`src/rtl/binary16_pkg.sv`:
```
// ----------------------------------------------------------------------------
// binary16_pkg
//   Shared definitions for the binary16 divider: field widths, exponent
//   limits, special encodings and the controller state type.
// ----------------------------------------------------------------------------
package binary16_pkg;

    localparam int EXP_W   = 5;
    localparam int MANT_W  = 10;
    localparam int SIG_W   = MANT_W + 1;   // significand with hidden bit

    localparam int BIAS    = 15;
    localparam int EXP_MAX = 30;
    localparam int EXP_INF = 31;

    localparam logic [15:0] QNAN   = 16'h7E00;
    localparam logic [15:0] INF    = 16'h7C00;
    localparam logic [15:0] MAXFIN = 16'h7BFF;

    typedef enum logic [1:0] {
        IDLE   = 2'd0,
        DIVIDE = 2'd1,
        NORM   = 2'd2,
        DONE   = 2'd3
    } state_t;

endpackage

```
`src/rtl/binary16_divider_if.sv`:
```
// ----------------------------------------------------------------------------
// binary16_divider_if
//   Operand / result bundle of the binary16 divider.
//   a, b, data_valid_in         : operands and strobe (master -> slave)
//   result, data_valid_out,
//   div_by_zero, busy           : quotient, strobe, flag, activity (slave -> master)
// ----------------------------------------------------------------------------
interface binary16_divider_if;

    logic [15:0] a;
    logic [15:0] b;
    logic        data_valid_in;
    logic [15:0] result;
    logic        data_valid_out;
    logic        div_by_zero;
    logic        busy;

    modport master (
        output a, b, data_valid_in,
        input  result, data_valid_out, div_by_zero, busy
    );

    modport slave (
        input  a, b, data_valid_in,
        output result, data_valid_out, div_by_zero, busy
    );

endinterface

```
`src/rtl/mant_divider_seq.sv`:
```
// ----------------------------------------------------------------------------
// mant_divider_seq
//   Restoring significand divider, one quotient bit per cycle, MSB first.
//   i_start loads the operands; o_done is high during the cycle whose edge
//   retires the last bit, so o_q is complete on the following cycle.
//   Ports: clk_in, rst_n, i_start, i_dividend, i_divisor -> o_done, o_q
// ----------------------------------------------------------------------------
module mant_divider_seq
    import binary16_pkg::*;
#(
    parameter int QBITS = 12
) (
    input  logic              clk_in,
    input  logic              rst_n,
    input  logic              i_start,
    input  logic [SIG_W-1:0]  i_dividend,
    input  logic [SIG_W-1:0]  i_divisor,
    output logic              o_done,
    output logic [QBITS-1:0]  o_q
);

    localparam int CNT_W = $clog2(QBITS + 1);

    // Partial remainder needs one guard bit: after a step it is < divisor,
    // and the shift doubles it.
    logic [SIG_W:0]     r_rem;
    logic [SIG_W-1:0]   r_div;
    logic [QBITS-1:0]   r_q;
    logic [CNT_W-1:0]   r_cnt;
    logic               r_run;

    logic               w_ge;
    logic [SIG_W:0]     w_rem_nxt;

    assign w_ge      = (r_rem >= {1'b0, r_div});
    assign w_rem_nxt = w_ge ? (r_rem - {1'b0, r_div}) : r_rem;

    assign o_done = r_run && (r_cnt == CNT_W'(QBITS - 1));
    assign o_q    = r_q;

    always_ff @(posedge clk_in or negedge rst_n) begin
        if (!rst_n) begin
            r_rem <= '0;
            r_div <= '0;
            r_q   <= '0;
            r_cnt <= '0;
            r_run <= 1'b0;
        end else if (i_start) begin
            r_rem <= {1'b0, i_dividend};
            r_div <= i_divisor;
            r_q   <= '0;
            r_cnt <= '0;
            r_run <= 1'b1;
        end else if (r_run) begin
            r_q   <= {r_q[QBITS-2:0], w_ge};
            r_rem <= w_rem_nxt << 1;
            if (o_done) begin
                r_run <= 1'b0;
                r_cnt <= '0;
            end else begin
                r_cnt <= r_cnt + 1'b1;
            end
        end
    end

endmodule

```
`src/rtl/binary16_divider.sv`:
```
// ----------------------------------------------------------------------------
// binary16_divider
//   Sequential binary16 divide a/b with truncating rounding and a fixed
//   latency: accept, QBITS divide cycles, one normalise cycle, one DONE
//   cycle carrying the result strobe.
//   Ports: clk_in, rst_n (async, active low), bus (slave modport:
//          a, b, data_valid_in -> result, data_valid_out, div_by_zero, busy)
//   Params: SAT_TO_INF (overflow -> Inf when 1, max finite when 0),
//           QBITS (quotient bits developed, >= 12)
// ----------------------------------------------------------------------------
module binary16_divider
    import binary16_pkg::*;
#(
    parameter bit SAT_TO_INF = 1'b1,
    parameter int QBITS      = 12
) (
    input  logic                 clk_in,
    input  logic                 rst_n,
    binary16_divider_if.slave    bus
);

    localparam logic signed [6:0] BIAS_S  = 7'(BIAS);
    localparam logic signed [6:0] EXP_HI  = 7'(EXP_MAX);
    localparam logic signed [6:0] EXP_LO  = 7'sd1;

    state_t             r_state, w_state_nxt;

    logic               r_sign;
    logic               r_a_zero;
    logic               r_b_zero;
    logic signed [6:0]  r_exp;
    logic [15:0]        r_result;
    logic               r_dbz;

    logic               w_accept;
    logic               w_div_done;
    logic [QBITS-1:0]   w_q;
    logic               w_q_hi;
    logic [MANT_W-1:0]  w_frac;
    logic signed [6:0]  w_exp_adj;
    logic [15:0]        w_res;
    logic               w_dbz;

    assign w_accept = (r_state == IDLE) && bus.data_valid_in;

    mant_divider_seq #(.QBITS(QBITS)) u_mant (
        .clk_in     (clk_in),
        .rst_n      (rst_n),
        .i_start    (w_accept),
        .i_dividend ({1'b1, bus.a[MANT_W-1:0]}),
        .i_divisor  ({1'b1, bus.b[MANT_W-1:0]}),
        .o_done     (w_div_done),
        .o_q        (w_q)
    );

    // ---------------- controller ----------------
    always_ff @(posedge clk_in or negedge rst_n) begin
        if (!rst_n) r_state <= IDLE;
        else        r_state <= w_state_nxt;
    end

    always_comb begin
        w_state_nxt = r_state;
        case (r_state)
            IDLE:    if (bus.data_valid_in) w_state_nxt = DIVIDE;
            DIVIDE:  if (w_div_done)        w_state_nxt = NORM;
            NORM:                           w_state_nxt = DONE;
            DONE:                           w_state_nxt = IDLE;
            default:                        w_state_nxt = IDLE;
        endcase
    end

    // ---------------- operand capture ----------------
    always_ff @(posedge clk_in or negedge rst_n) begin
        if (!rst_n) begin
            r_sign   <= 1'b0;
            r_a_zero <= 1'b0;
            r_b_zero <= 1'b0;
            r_exp    <= '0;
        end else if (w_accept) begin
            r_sign   <= bus.a[15] ^ bus.b[15];
            r_a_zero <= (bus.a[14:0] == 15'h0);
            r_b_zero <= (bus.b[14:0] == 15'h0);
            r_exp    <= $signed({2'b00, bus.a[14:10]})
                      - $signed({2'b00, bus.b[14:10]}) + BIAS_S;
        end
    end

    // ---------------- normalise and special cases ----------------
    // Significand ratio lies in (0.5, 2): the top quotient bit is the
    // integer bit; when clear, the next bit is the leading one instead.
    assign w_q_hi    = w_q[QBITS-1];
    assign w_frac    = w_q_hi ? w_q[QBITS-2 -: MANT_W] : w_q[QBITS-3 -: MANT_W];
    assign w_exp_adj = w_q_hi ? r_exp : (r_exp - 7'sd1);

    always_comb begin
        w_res = {r_sign, w_exp_adj[EXP_W-1:0], w_frac};
        w_dbz = 1'b0;
        if (r_b_zero) begin
            w_res = {r_sign, INF[14:0]};
            w_dbz = 1'b1;
        end else if (r_a_zero) begin
            w_res = {r_sign, 15'h0};
        end else if (w_exp_adj > EXP_HI) begin
            w_res = SAT_TO_INF ? {r_sign, INF[14:0]} : {r_sign, MAXFIN[14:0]};
        end else if (w_exp_adj < EXP_LO) begin
            w_res = {r_sign, 15'h0};
        end
    end

    // Output registers load only on the NORM->DONE edge and clear on every
    // other edge, so they read zero whenever the strobe is low.
    always_ff @(posedge clk_in or negedge rst_n) begin
        if (!rst_n) begin
            r_result <= '0;
            r_dbz    <= 1'b0;
        end else if (r_state == NORM) begin
            r_result <= w_res;
            r_dbz    <= w_dbz;
        end else begin
            r_result <= '0;
            r_dbz    <= 1'b0;
        end
    end

    assign bus.result         = r_result;
    assign bus.div_by_zero    = r_dbz;
    assign bus.data_valid_out = (r_state == DONE);
    assign bus.busy           = (r_state != IDLE);

endmodule

```
`src/flat_wrapper.sv`:
```
// flat-port wrapper written by rule: the top's interface ports become plain ports
module binary16_divider_flat import binary16_pkg::*;
#(
    parameter bit SAT_TO_INF = 1'b1,
    parameter int QBITS      = 12
)
  (clk_in, rst_n, bus_a, bus_b, bus_data_valid_in, bus_result, bus_data_valid_out, bus_div_by_zero, bus_busy);
  binary16_divider_if bus_i ();
  input  logic clk_in;
  input  logic rst_n;
  input wire logic [$bits(bus_i.a)-1:0] bus_a;
  input wire logic [$bits(bus_i.b)-1:0] bus_b;
  input wire logic [$bits(bus_i.data_valid_in)-1:0] bus_data_valid_in;
  output wire logic [$bits(bus_i.result)-1:0] bus_result;
  output wire logic [$bits(bus_i.data_valid_out)-1:0] bus_data_valid_out;
  output wire logic [$bits(bus_i.div_by_zero)-1:0] bus_div_by_zero;
  output wire logic [$bits(bus_i.busy)-1:0] bus_busy;
  assign bus_i.a = bus_a;
  assign bus_i.b = bus_b;
  assign bus_i.data_valid_in = bus_data_valid_in;
  assign bus_result = bus_i.result;
  assign bus_data_valid_out = bus_i.data_valid_out;
  assign bus_div_by_zero = bus_i.div_by_zero;
  assign bus_busy = bus_i.busy;
  binary16_divider #(.SAT_TO_INF(SAT_TO_INF), .QBITS(QBITS)) u_core (.clk_in(clk_in), .rst_n(rst_n), .bus(bus_i));
endmodule
```
`config.mk`:
```
export PLATFORM = sky130hd
export DESIGN_NAME = binary16_divider_flat
export DESIGN_NICKNAME = d
export VERILOG_FILES = /design/src/rtl/binary16_pkg.sv /design/src/rtl/binary16_divider_if.sv /design/src/rtl/mant_divider_seq.sv /design/src/rtl/binary16_divider.sv /design/src/flat_wrapper.sv
export SDC_FILE = /design/constraint.sdc
export NUM_CORES = 1
export LEC_CHECK = 0
export BUFFER_PORTS_ARGS = -buffer_cell sky130_fd_sc_hd__buf_2
export CELL_PAD_IN_SITES_DETAIL_PLACEMENT = 2
export CELL_PAD_IN_SITES_GLOBAL_PLACEMENT = 2
export CORE_ASPECT_RATIO = 1.75
export CORE_MARGIN = 2
export CORE_UTILIZATION = 25
export CTS_CLUSTER_SIZE = 14
export DETAILED_ROUTE_END_ITERATION = 16
export PLACE_DENSITY_LB_ADDON = 0.1
export SLEW_MARGIN = 25
export SYNTH_ARGS = -nofsm -noshare
export SYNTH_HDL_FRONTEND = slang
export SYNTH_SLANG_ARGS = --single-unit
```
`constraint.sdc`:
```
create_clock -name clk_in -period 6.5 [get_ports clk_in]
set_input_delay 1.95 -clock clk_in [delete_from_list [all_inputs] [get_ports clk_in]]
set_output_delay 1.95 -clock clk_in [all_outputs]
set_load 0.01 [all_outputs]
```
# After elaboration in Yosys (flattened, before gate mapping)
# Cells that the tools add are included.
# word_totals
regBits	69
inputBits	35
output_inout_bits	19
# classes
addsub	5
n_lt_le_gt_ge	3
n_eq_ne	6
n_mux	23
n_bitwise	1
reduce_logical	8
# op_table
cell	n
$mux W15	4
$mux W12	4
$logic_not A15 Y1	2
$mux W16	1
$ge A12 B11 Y1	1
$mux W4	3
$mux W11	1
$sub A11 B11 Y11	1
$mux W10	1
$pmux W2 S4	1
$add A7 B5 Y7 const B	1
$gt A7 B6 Y1 const B	1
$lt A7 B2 Y1 const B	1
$mux W7	1
$sub A7 B2 Y7 const B	1
$sub A5 B5 Y6	1
$mux W1	5
$add A4 B1 Y4 const B	1
$eq A2 B2 Y1 const B	2
$eq A4 B4 Y1 const B	1
$mux W2	2
$ne A2 B2 Y1 const B	2
$reduce_bool A2 Y1	2
$eq A2 B1 Y1 const B	1
4 further kinds	5

# Logic depth before layout (Yosys ltp)
# Gate-level depths: netlist (run 1).
# logic_depth
ltp_word	8
mapped_depth	10
depth_no_buf	10

# By module
# Synthesis (run 1) repeated with hierarchy kept, for this count alone.
# hier_totals
hier_cells	439
area_unflattened_um2	4147.7
# by_module_without_submodules
module	instances	cells_per_inst	area_per_inst_um2	seq_area_each_um2
mant_divider_seq	1	252	2324.7	1001.0
binary16_divider	1	187	1823.0	725.7

# Worst setup path after synthesis (run 1)
# No wires, ideal clock.
# synth_timing
path_type	in2reg
startpoint	input bus_a[10]
endpoint	register u_core.r_exp[5]
setup_ns	0.134
t_arrival_ns	3.884
required_time_ns	6.366
slack_ns	2.482
stages	10
n_path_buf	0
path_cell_list	inv_1 > ha_1 > inv_1 > fa_1 > xnor2_1 > and3_1 > or4b_2 > nand3_1 > xnor2_1 > o21ai_0
# synth_between
elab_chain_cells	2
# synth_rtl
element	line_no	source
start, declared	flat_wrapper.sv:11	input wire logic [$bits(bus_i.a)-1:0] bus_a;
$sub A5 B5 Y6	binary16_divider.sv:85	- $signed({2'b00, bus.b[14:10]}) + BIAS_S;
$add A7 B5 Y7	binary16_divider.sv:85	
end signal, assigned	binary16_divider.sv:84	r_exp <= $signed({2'b00, bus.a[14:10]})
end, declared	binary16_divider.sv:31	logic signed [6:0] r_exp;
# Every way passes these cells.
# A chain may end at the register's enable or synchronous reset.

# Worst setup path after layout (run 1)
# Same ends and word-level chain as after synthesis.

==> results of run 1 <==
[report_power, final]
part / total [mW] / internal, mW / leakage [nW] / switching, mW
clock: 0.493 / 0.297 / 0.138 / 0.197
sequential: 0.752 / 0.601 / 0.880 / 0.151
combinational: 1.36 / 0.581 / 1.25 / 0.775
total: 2.60 / 1.48 / 2.26 / 1.12
[per-layer routing]
| metal | vias up | wire length [um] | global-route usage |
|---|---|---|---|
| li1 | 1566 | - | - |
| met1 | 1661 | 4380 | 0.148 |
| met2 | 45 | 7190 | 0.309 |
| met3 | 7 | 250 | 0.0232 |
| met4 | 0 | 140 | 0.0476 |
| met5 | - | 0 | 0 |
[final cells by class]
cell class                 instances  area, um^2  area share
timing repair buffer              57         299      0.0628
multi-input combinational        306        2100       0.441
sequential                        69        1730       0.363
inverter                          28         105      0.0221
tap                              189         236      0.0497
clock inverter                     6        63.8      0.0134
clock buffer                      10         229      0.0481
[worst max-delay path by stage]
stage                         start               to  slack, ns  depth (start not counted)
after global placement    bus_a[10]  u_core.r_exp[5]       2.21                         11
after floorplan           bus_a[10]  u_core.r_exp[5]       2.48                         10
final                     bus_a[10]  u_core.r_exp[5]       2.50                         11
after global routing      bus_a[10]  u_core.r_exp[5]       2.34                         11
after detailed placement  bus_a[10]  u_core.r_exp[5]       2.11                         11
after CTS                 bus_a[10]  u_core.r_exp[5]       2.48                         11
[worst reg2reg max path, stage by stage, from the launching register on]
cell	delay (ns)
sky130_fd_sc_hd__dfrtp_1	0.36
sky130_fd_sc_hd__inv_1	0.12
sky130_fd_sc_hd__ha_1	0.33
sky130_fd_sc_hd__a211oi_1	0.27
sky130_fd_sc_hd__nor2_1	0.11
sky130_fd_sc_hd__o31ai_1	0.36
sky130_fd_sc_hd__nor2b_1	0.71
sky130_fd_sc_hd__mux2_2	0.42
sky130_fd_sc_hd__o21ai_0	0.14
[kinds of logic (layout without fill, tap and decap cells)]
logic type      count (synthesis)  after routing  share of synthesized area
flops                          69             69                      0.430
xor+xnor                       20             20                     0.0455
compound gates                 94             94                      0.145
fa+ha+maj                      26             26                     0.0847
simple gates                  136            136                      0.172
buf+inv                        47            101                     0.0474
mux                            30             30                     0.0757
[flip-flops by register name, summed over array words and instances, names as in the netlist, 2 cells and up]
| register | count |
|---|---|
| u_core.u_mant.r_div | 11 |
| u_core.u_mant.r_rem | 12 |
| u_core.r_exp | 7 |
| u_core.u_mant.r_cnt | 4 |
| u_core.r_state | 2 |
| u_core.bus.result | 16 |
| u_core.u_mant.o_q | 12 |
[cell usage in the layout, fill, tap and decap left out, types with 2 or more instances in the layout]
cell	Yosys	routed
sky130_fd_sc_hd__o21ai_0	44	44
sky130_fd_sc_hd__nand4b_1	2	2
sky130_fd_sc_hd__fa_1	2	2
sky130_fd_sc_hd__nor3_1	9	9
sky130_fd_sc_hd__o21a_1	6	6
sky130_fd_sc_hd__o31a_1	2	2
sky130_fd_sc_hd__a211oi_1	5	5
sky130_fd_sc_hd__nand3_1	5	5
sky130_fd_sc_hd__nand2_1	38	38
sky130_fd_sc_hd__nand4_1	4	4
sky130_fd_sc_hd__clkinv_2	0	2
sky130_fd_sc_hd__nor3b_1	7	7
sky130_fd_sc_hd__buf_2	4	53
sky130_fd_sc_hd__a21o_1	4	4
sky130_fd_sc_hd__a211o_1	2	2
sky130_fd_sc_hd__nor2b_1	4	4
sky130_fd_sc_hd__mux2_2	3	3
sky130_fd_sc_hd__nand3b_1	4	4
sky130_fd_sc_hd__clkinvlp_4	0	2
sky130_fd_sc_hd__nor4_1	7	7
sky130_fd_sc_hd__dfrtp_1	69	69
sky130_fd_sc_hd__a21oi_1	17	17
sky130_fd_sc_hd__inv_1	28	28
sky130_fd_sc_hd__clkbuf_16	0	9
sky130_fd_sc_hd__ha_1	24	24
sky130_fd_sc_hd__buf_4	0	3
sky130_fd_sc_hd__nand2b_1	4	4
sky130_fd_sc_hd__xor2_1	4	4
sky130_fd_sc_hd__a2111oi_0	2	2
sky130_fd_sc_hd__xnor2_1	15	15
sky130_fd_sc_hd__mux2i_1	27	27
sky130_fd_sc_hd__o31ai_1	3	3
sky130_fd_sc_hd__or4_1	2	2
sky130_fd_sc_hd__o211ai_1	2	2
sky130_fd_sc_hd__nor2_1	40	40
==> flow_metrics.py, run 1 <==
metrics = {
    "die": {
        "floorplan.initialDensity": 0.254,
        "dieWidth_um": 99.8,
        "core_footprint_mm2": 0.0158,
        "std_cell_rows": 61,
        "i_o_pin_count": 54,
        "die-area_mm2": 0.0171,
        "dieHeight_um": 172,
    },
    "timing": {
        "setup_total_negative_slack_ns": 0,
        "worst_pin_slew_ns": 0.943,
        "finalMaxSlewViolations": 0,
        "highest_achievable_clock_rate_mhz": 250,
        "min_period_ns": 4.00,
        "hold_viol": 0,
        "skew_ns": 0.00583,
        "final-setup-viol-count": 0,
        "rsz0062_at_grt": "false",
        "worst_hold_slack_ns": 0.448,
        "fin_ws_ns": 2.50,
        "tcrit_tclk_final": 0.615,
        "slew-limit-headroom": 0.371,
    },
    "synth": {
        "synthTopCellsByArea": "sky130_fd_sc_hd__dfrtp_1 43%, sky130_fd_sc_hd__ha_1 7.5%, sky130_fd_sc_hd__mux2i_1 6.7%",
        "synth-seq-cells": 69,
        "dominantRegCellSynth": "sky130_fd_sc_hd__dfrtp_1",
        "synth_enable_flop_cells": 0,
        "synthesis.nets": 483,
        "mappedNetlistArea_mm2": 0.00402,
        "synth_top_cell_by_area": "sky130_fd_sc_hd__dfrtp_1",
        "syn_inst": 422,
        "synth.top_cells.by_count": "69 x sky130_fd_sc_hd__dfrtp_1, 44 x sky130_fd_sc_hd__o21ai_0, 40 x sky130_fd_sc_hd__nor2_1",
        "yosys_warnings": 0,
        "post_synth.cell_area_avg_um2": 9.52,
        "most_frequent_cell_after_synthesis": "sky130_fd_sc_hd__dfrtp_1",
        "netlist.area_leader.share": 0.430,
        "async_reset_ff_frac": 1.00,
        "post_synth_num_cell_types": 52,
        "synth.yosys.seq_area_share": 0.430,
    },
    "critical_path": {
        "critical_path.slowest_cell": "sky130_fd_sc_hd__or4b_2",
        "criticalPathCategory": "input pin to register",
        "ordered_list_of_cells_on_the_worst_path": "buf_2 -> inv_1 -> ha_1 -> inv_1 -> fa_1 -> xnor2_1 -> and3_1 -> or4b_2 -> nand3_1 -> xnor2_1 -> o21ai_0",
        "critical-path-max-stage-delay_ns": 0.59,
        "worst-r2r-setup-slack_ns": 3.59,
        "critPathArrivalTime_ns": 4.21,
        "regToRegEndpoint": "u_core.u_mant.r_rem[2]",
        "cp.required_ns": 6.71,
        "worst_r2r_path_depth": 8,
        "setup_crit_end_kind": "register",
        "critical_path.n_buffers_inverters": 3,
        "cp_max_fo": 3,
        "timing.critical_path.max_delay_family": "simple AND/OR/NAND/NOR gates",
        "startpoint_type": "input pin",
        "critical_path.reg2reg.startpoint": "u_core.u_mant.r_div[5]",
    },
    "place": {
        "hpwlAfterDp_mm": 8.97,
        "gp_routability_congestion": 0.748,
        "io_buffer_count": 53,
        "pre_cts_ws_ns": 2.11,
        "place_area_mm2": 0.00446,
        "place.detailed.instances": 649,
    },
    "clocking": {
        "clock_transition_at_the_registers_of_the_reported_paths_ns": 0.06,
        "clock_tree.htree_level_count": 3,
        "tritoncts_num_sinks": 69,
        "post_cts_setup_driven_buffer_insertion_count": 0,
        "cts_root_buf": "sky130_fd_sc_hd__clkbuf_16",
        "tritoncts_clock_tree": "built",
        "clock_latency_ns": 0.33,
        "holdBufCountCts": 0,
        "cts_max_path_buffers": 2,
        "numCtsBuffers": 9,
        "cts.repair.resized": 0,
    },
    "min_path": {
        "whs_endpoint": "u_core.u_mant.r_div[10]",
        "min_path_cells": 2,
        "timing.hold.worst.class": "register to register",
        "worstHoldStart": "u_core.u_mant.r_div[10]",
    },
    "cells_and_area": {
        "syn_to_final_growth_pct": 18.5,
        "post-route-cell-area_mm2": 0.00476,
        "layout.core_utilization": 0.301,
        "layout.cells.non_filler": 665,
        "final_layout_size_suffix_gt1_frac": 0.174,
        "fillerInstances": 1769,
        "antenna_cells_inserted": 0,
        "num-nets-final": 532,
    },
    "detailed_routing": {
        "routed-via-count": 3279,
        "drt_drc_violations_left": 0,
        "first_pass_iters": 4,
        "ant_nets": 0,
        "wl_mm": 12.0,
        "via_per_inst": 4.93,
        "detail_route.iter0.violations": 54,
        "detail_route.wl_per_cell_um": 18.0,
    },
    "pwr": {
        "ir_worst_vdd_mv": 0.225,
        "static-leakage-power_nw": 2.26,
        "power.density_cell_area_mw_per_mm2": 546,
        "finalPower_mw": 2.60,
    },
    "global_route": {
        "grt_start_max_net_pins": 70,
        "gr-usage-all-layers": 0.150,
        "grt_pass1_wl_mm": 19.5,
        "grt-ovfl-total": 0,
        "first_global_vias": 3685,
        "antenna_violations_before_repair": 0,
    },
    "run": {
        "total_of_max_cap_violations": 0,
    },
    "outcome": {
        "run_status": "finished, final reports clean",
    },
}
(Power assumes the default switching activity.)
==> run 2: changes to the inputs <==
- ABC_AREA: default -> 1
- clock period: 6.5 -> 4.2 ns (I/O delays scaled with it)
==> run 2 against run 1 <==
  * Global-route usage up 1.4 points
  * Worst setup slack worse by 1.1 ns
  * Final cell count grew 30%
  * Flip-flop and latch count did not move
  * Clock power grew 80%
  * Largest cell class unchanged
  * Highest routed layer unchanged
==> flow_metrics.py, run 2 <==
metrics = {
    "outcome": {
        "run_status": "finished, final reports clean",
    },
    "place": {
        "hpwlAfterDp_mm": 11.9,
        "io_buffer_count": 53,
        "gp_routability_congestion": 0.815,
        "pre_cts_ws_ns": 1.01,
    },
    "global_route": {
        "grt-ovfl-total": 0,
        "grt_pass1_wl_mm": 23.7,
        "first_global_vias": 4494,
        "gr-usage-all-layers": 0.164,
        "antenna_violations_before_repair": 0,
        "grt_start_max_net_pins": 43,
    },
    "cells_and_area": {
        "final_layout_size_suffix_gt1_frac": 0.190,
        "layout.cells.most_common": "sky130_fd_sc_hd__nand2_1",
        "layout_common_cells": "140 x sky130_fd_sc_hd__nand2_1, 84 x sky130_fd_sc_hd__inv_1, 69 x sky130_fd_sc_hd__dfrtp_1",
        "syn_to_final_growth_pct": 19.6,
        "num-nets-final": 688,
        "largest_reg_flops": 16,
        "antenna_cells_inserted": 0,
        "fillerInstances": 2050,
    },
    "timing": {
        "skew_ns": 0.00678,
        "highest_achievable_clock_rate_mhz": 354,
        "hold_viol": 0,
        "worst_hold_slack_ns": 0.454,
        "min_period_ns": 2.82,
        "worst_pin_slew_ns": 0.853,
        "slew-limit-headroom": 0.432,
        "setup_total_negative_slack_ns": 0,
        "final-setup-viol-count": 0,
        "finalMaxSlewViolations": 0,
        "rsz0062_at_grt": "false",
        "tcrit_tclk_final": 0.672,
        "fin_ws_ns": 1.38,
    },
    "detailed_routing": {
        "detail_route.iter0.violations": 93,
        "routed-via-count": 3996,
        "detail_route.wl_per_cell_um": 17.1,
        "via_per_inst": 4.63,
        "drt_drc_violations_left": 0,
        "first_pass_iters": 4,
        "ant_nets": 0,
        "wl_mm": 14.7,
    },
    "synth": {
        "most_frequent_cell_after_synthesis": "sky130_fd_sc_hd__nand2_1",
        "synthesis.nets": 633,
        "async_reset_ff_frac": 1.00,
        "post_synth_num_cell_types": 41,
        "dominantRegCellSynth": "sky130_fd_sc_hd__dfrtp_1",
        "mappedNetlistArea_mm2": 0.00440,
        "syn_inst": 572,
        "synth_enable_flop_cells": 0,
        "synthTopCellsByArea": "sky130_fd_sc_hd__dfrtp_1 39%, sky130_fd_sc_hd__nand2_1 12%, sky130_fd_sc_hd__inv_1 7.2%",
        "synth.yosys.seq_area_share": 0.392,
        "post_synth.cell_area_avg_um2": 7.70,
        "yosys_warnings": 0,
        "synth.top_cells.by_count": "140 x sky130_fd_sc_hd__nand2_1, 84 x sky130_fd_sc_hd__inv_1, 69 x sky130_fd_sc_hd__dfrtp_1",
        "netlist.area_leader.share": 0.392,
        "synth_top_cell_by_area": "sky130_fd_sc_hd__dfrtp_1",
        "synth-seq-cells": 69,
    },
    "clocking": {
        "clock_latency_ns": 0.33,
        "cts_max_path_buffers": 2,
        "clock_tree.htree_level_count": 3,
        "tritoncts_clock_tree": "built",
        "numCtsBuffers": 9,
        "post_cts_setup_driven_buffer_insertion_count": 0,
        "cts_root_buf": "sky130_fd_sc_hd__clkbuf_16",
        "clock_transition_at_the_registers_of_the_reported_paths_ns": 0.06,
        "tritoncts_num_sinks": 69,
        "holdBufCountCts": 0,
        "cts.repair.resized": 0,
    },
    "critical_path": {
        "cp.required_ns": 4.42,
        "critPathArrivalTime_ns": 3.04,
        "criticalPathCategory": "input pin to register",
        "setup_crit_end_kind": "register",
        "cp_max_fo": 4,
        "startpoint_type": "input pin",
    },
    "run": {
        "total_of_max_cap_violations": 0,
    },
    "pwr": {
        "finalPower_mw": 4.72,
        "internal_power_of_the_cells_mw": 2.41,
        "static-leakage-power_nw": 2.67,
        "power.switching_fraction": 0.488,
        "seq_power_share": 0.238,
        "power.density_cell_area_mw_per_mm2": 896,
        "p_sw_mw": 2.30,
        "ir_worst_vdd_mv": 0.287,
        "p_clk_frac": 0.188,
        "combinationalPowerShare": 0.575,
    },
    "min_path": {
        "timing.hold.worst.class": "register to register",
    },
    "die": {
        "dieHeight_um": 180,
        "dieWidth_um": 104,
        "core_footprint_mm2": 0.0174,
        "floorplan.initialDensity": 0.253,
        "i_o_pin_count": 54,
        "die-area_mm2": 0.0187,
        "std_cell_rows": 64,
    },
}
==> run 2: stage by stage <==
stage / utilization / area (um^2) / std cells
detailed placement: 0.283 / 4920 / 847
global placement: 0.283 / 4920 / 847
global route: 0.303 / 5270 / 863
CTS: 0.303 / 5270 / 863
finish: 0.303 / 5270 / 863
floorplan: - / 4400 / 572
==> run 2: power groups by stage <==
stage,Combinational (mW),Sequential (mW),Clock [mW]
final,2.71,1.12,0.886
after detailed placement,2.78,1.14,0
after floorplan,2.03,1.07,0
after global routing,3.09,1.16,0.943
after CTS,2.80,1.13,0.914
after global placement,2.68,1.13,0
==> run 2: final timing paths <==
| kind | start | end | slack, ns | cells past startpoint |
|---|---|---|---|---|
| setup / recovery | bus_a[10] | u_core.r_exp[5] | 1.38 | 13 |
| hold / removal | u_core.u_mant.r_div[10] | u_core.u_mant.r_div[10] | 0.45 | 2 |
| setup reg to reg | u_core.r_state[0] | u_core.u_mant.r_cnt[0] | 1.78 | 11 |
| hold reg to reg | u_core.u_mant.r_div[10] | u_core.u_mant.r_div[10] | 0.45 | 2 |
| max in group asynchronous | rst_n | u_core.u_mant.o_q[5] | 2.50 | 2 |
| min in group asynchronous | rst_n | u_core.r_exp[5] | 1.01 | 1 |
==> run 2: final cells by class <==
class	instances	area (um^2)	share of cell area
inverters	89	337	0.0639
repair buffers	58	315	0.0599
clock buffers	9	225	0.0428
multi-input cells	400	2250	0.427
flip-flops and latches	69	1730	0.328
well taps	231	289	0.0549
clock inverters	7	124	0.0235
==> run 2: metal layers <==
layer  vias to the layer above  global-route usage  wire length [um]
met5                         -                   0                 0
met4                         0              0.0557               328
met3                        12              0.0210               284
met2                        53               0.342              8840
met1                      1971               0.158              5260
li1                       1960                   -                 -
==> run 2: kinds of logic (layout without fill, tap and decap cells) <==
family,after synthesis,after routing,synth area share
compound gates,83,83,0.115
fa+ha+maj,26,26,0.0773
buf+inv,103,163,0.0969
simple gates,283,283,0.303
flops,69,69,0.392
xor+xnor,8,8,0.0159
==> run 2: critical path: stages <==
cell                      delay [ns]
sky130_fd_sc_hd__buf_2          0.11
sky130_fd_sc_hd__inv_1          0.08
sky130_fd_sc_hd__ha_1           0.17
sky130_fd_sc_hd__inv_1          0.07
sky130_fd_sc_hd__fa_1           0.41
sky130_fd_sc_hd__xnor2_1        0.31
sky130_fd_sc_hd__nand2_1        0.10
sky130_fd_sc_hd__nor2_1         0.13
sky130_fd_sc_hd__nand2_1        0.11
sky130_fd_sc_hd__nand2_1        0.07
sky130_fd_sc_hd__o21ai_0        0.08
sky130_fd_sc_hd__nand3_1        0.09
sky130_fd_sc_hd__nand2_1        0.05
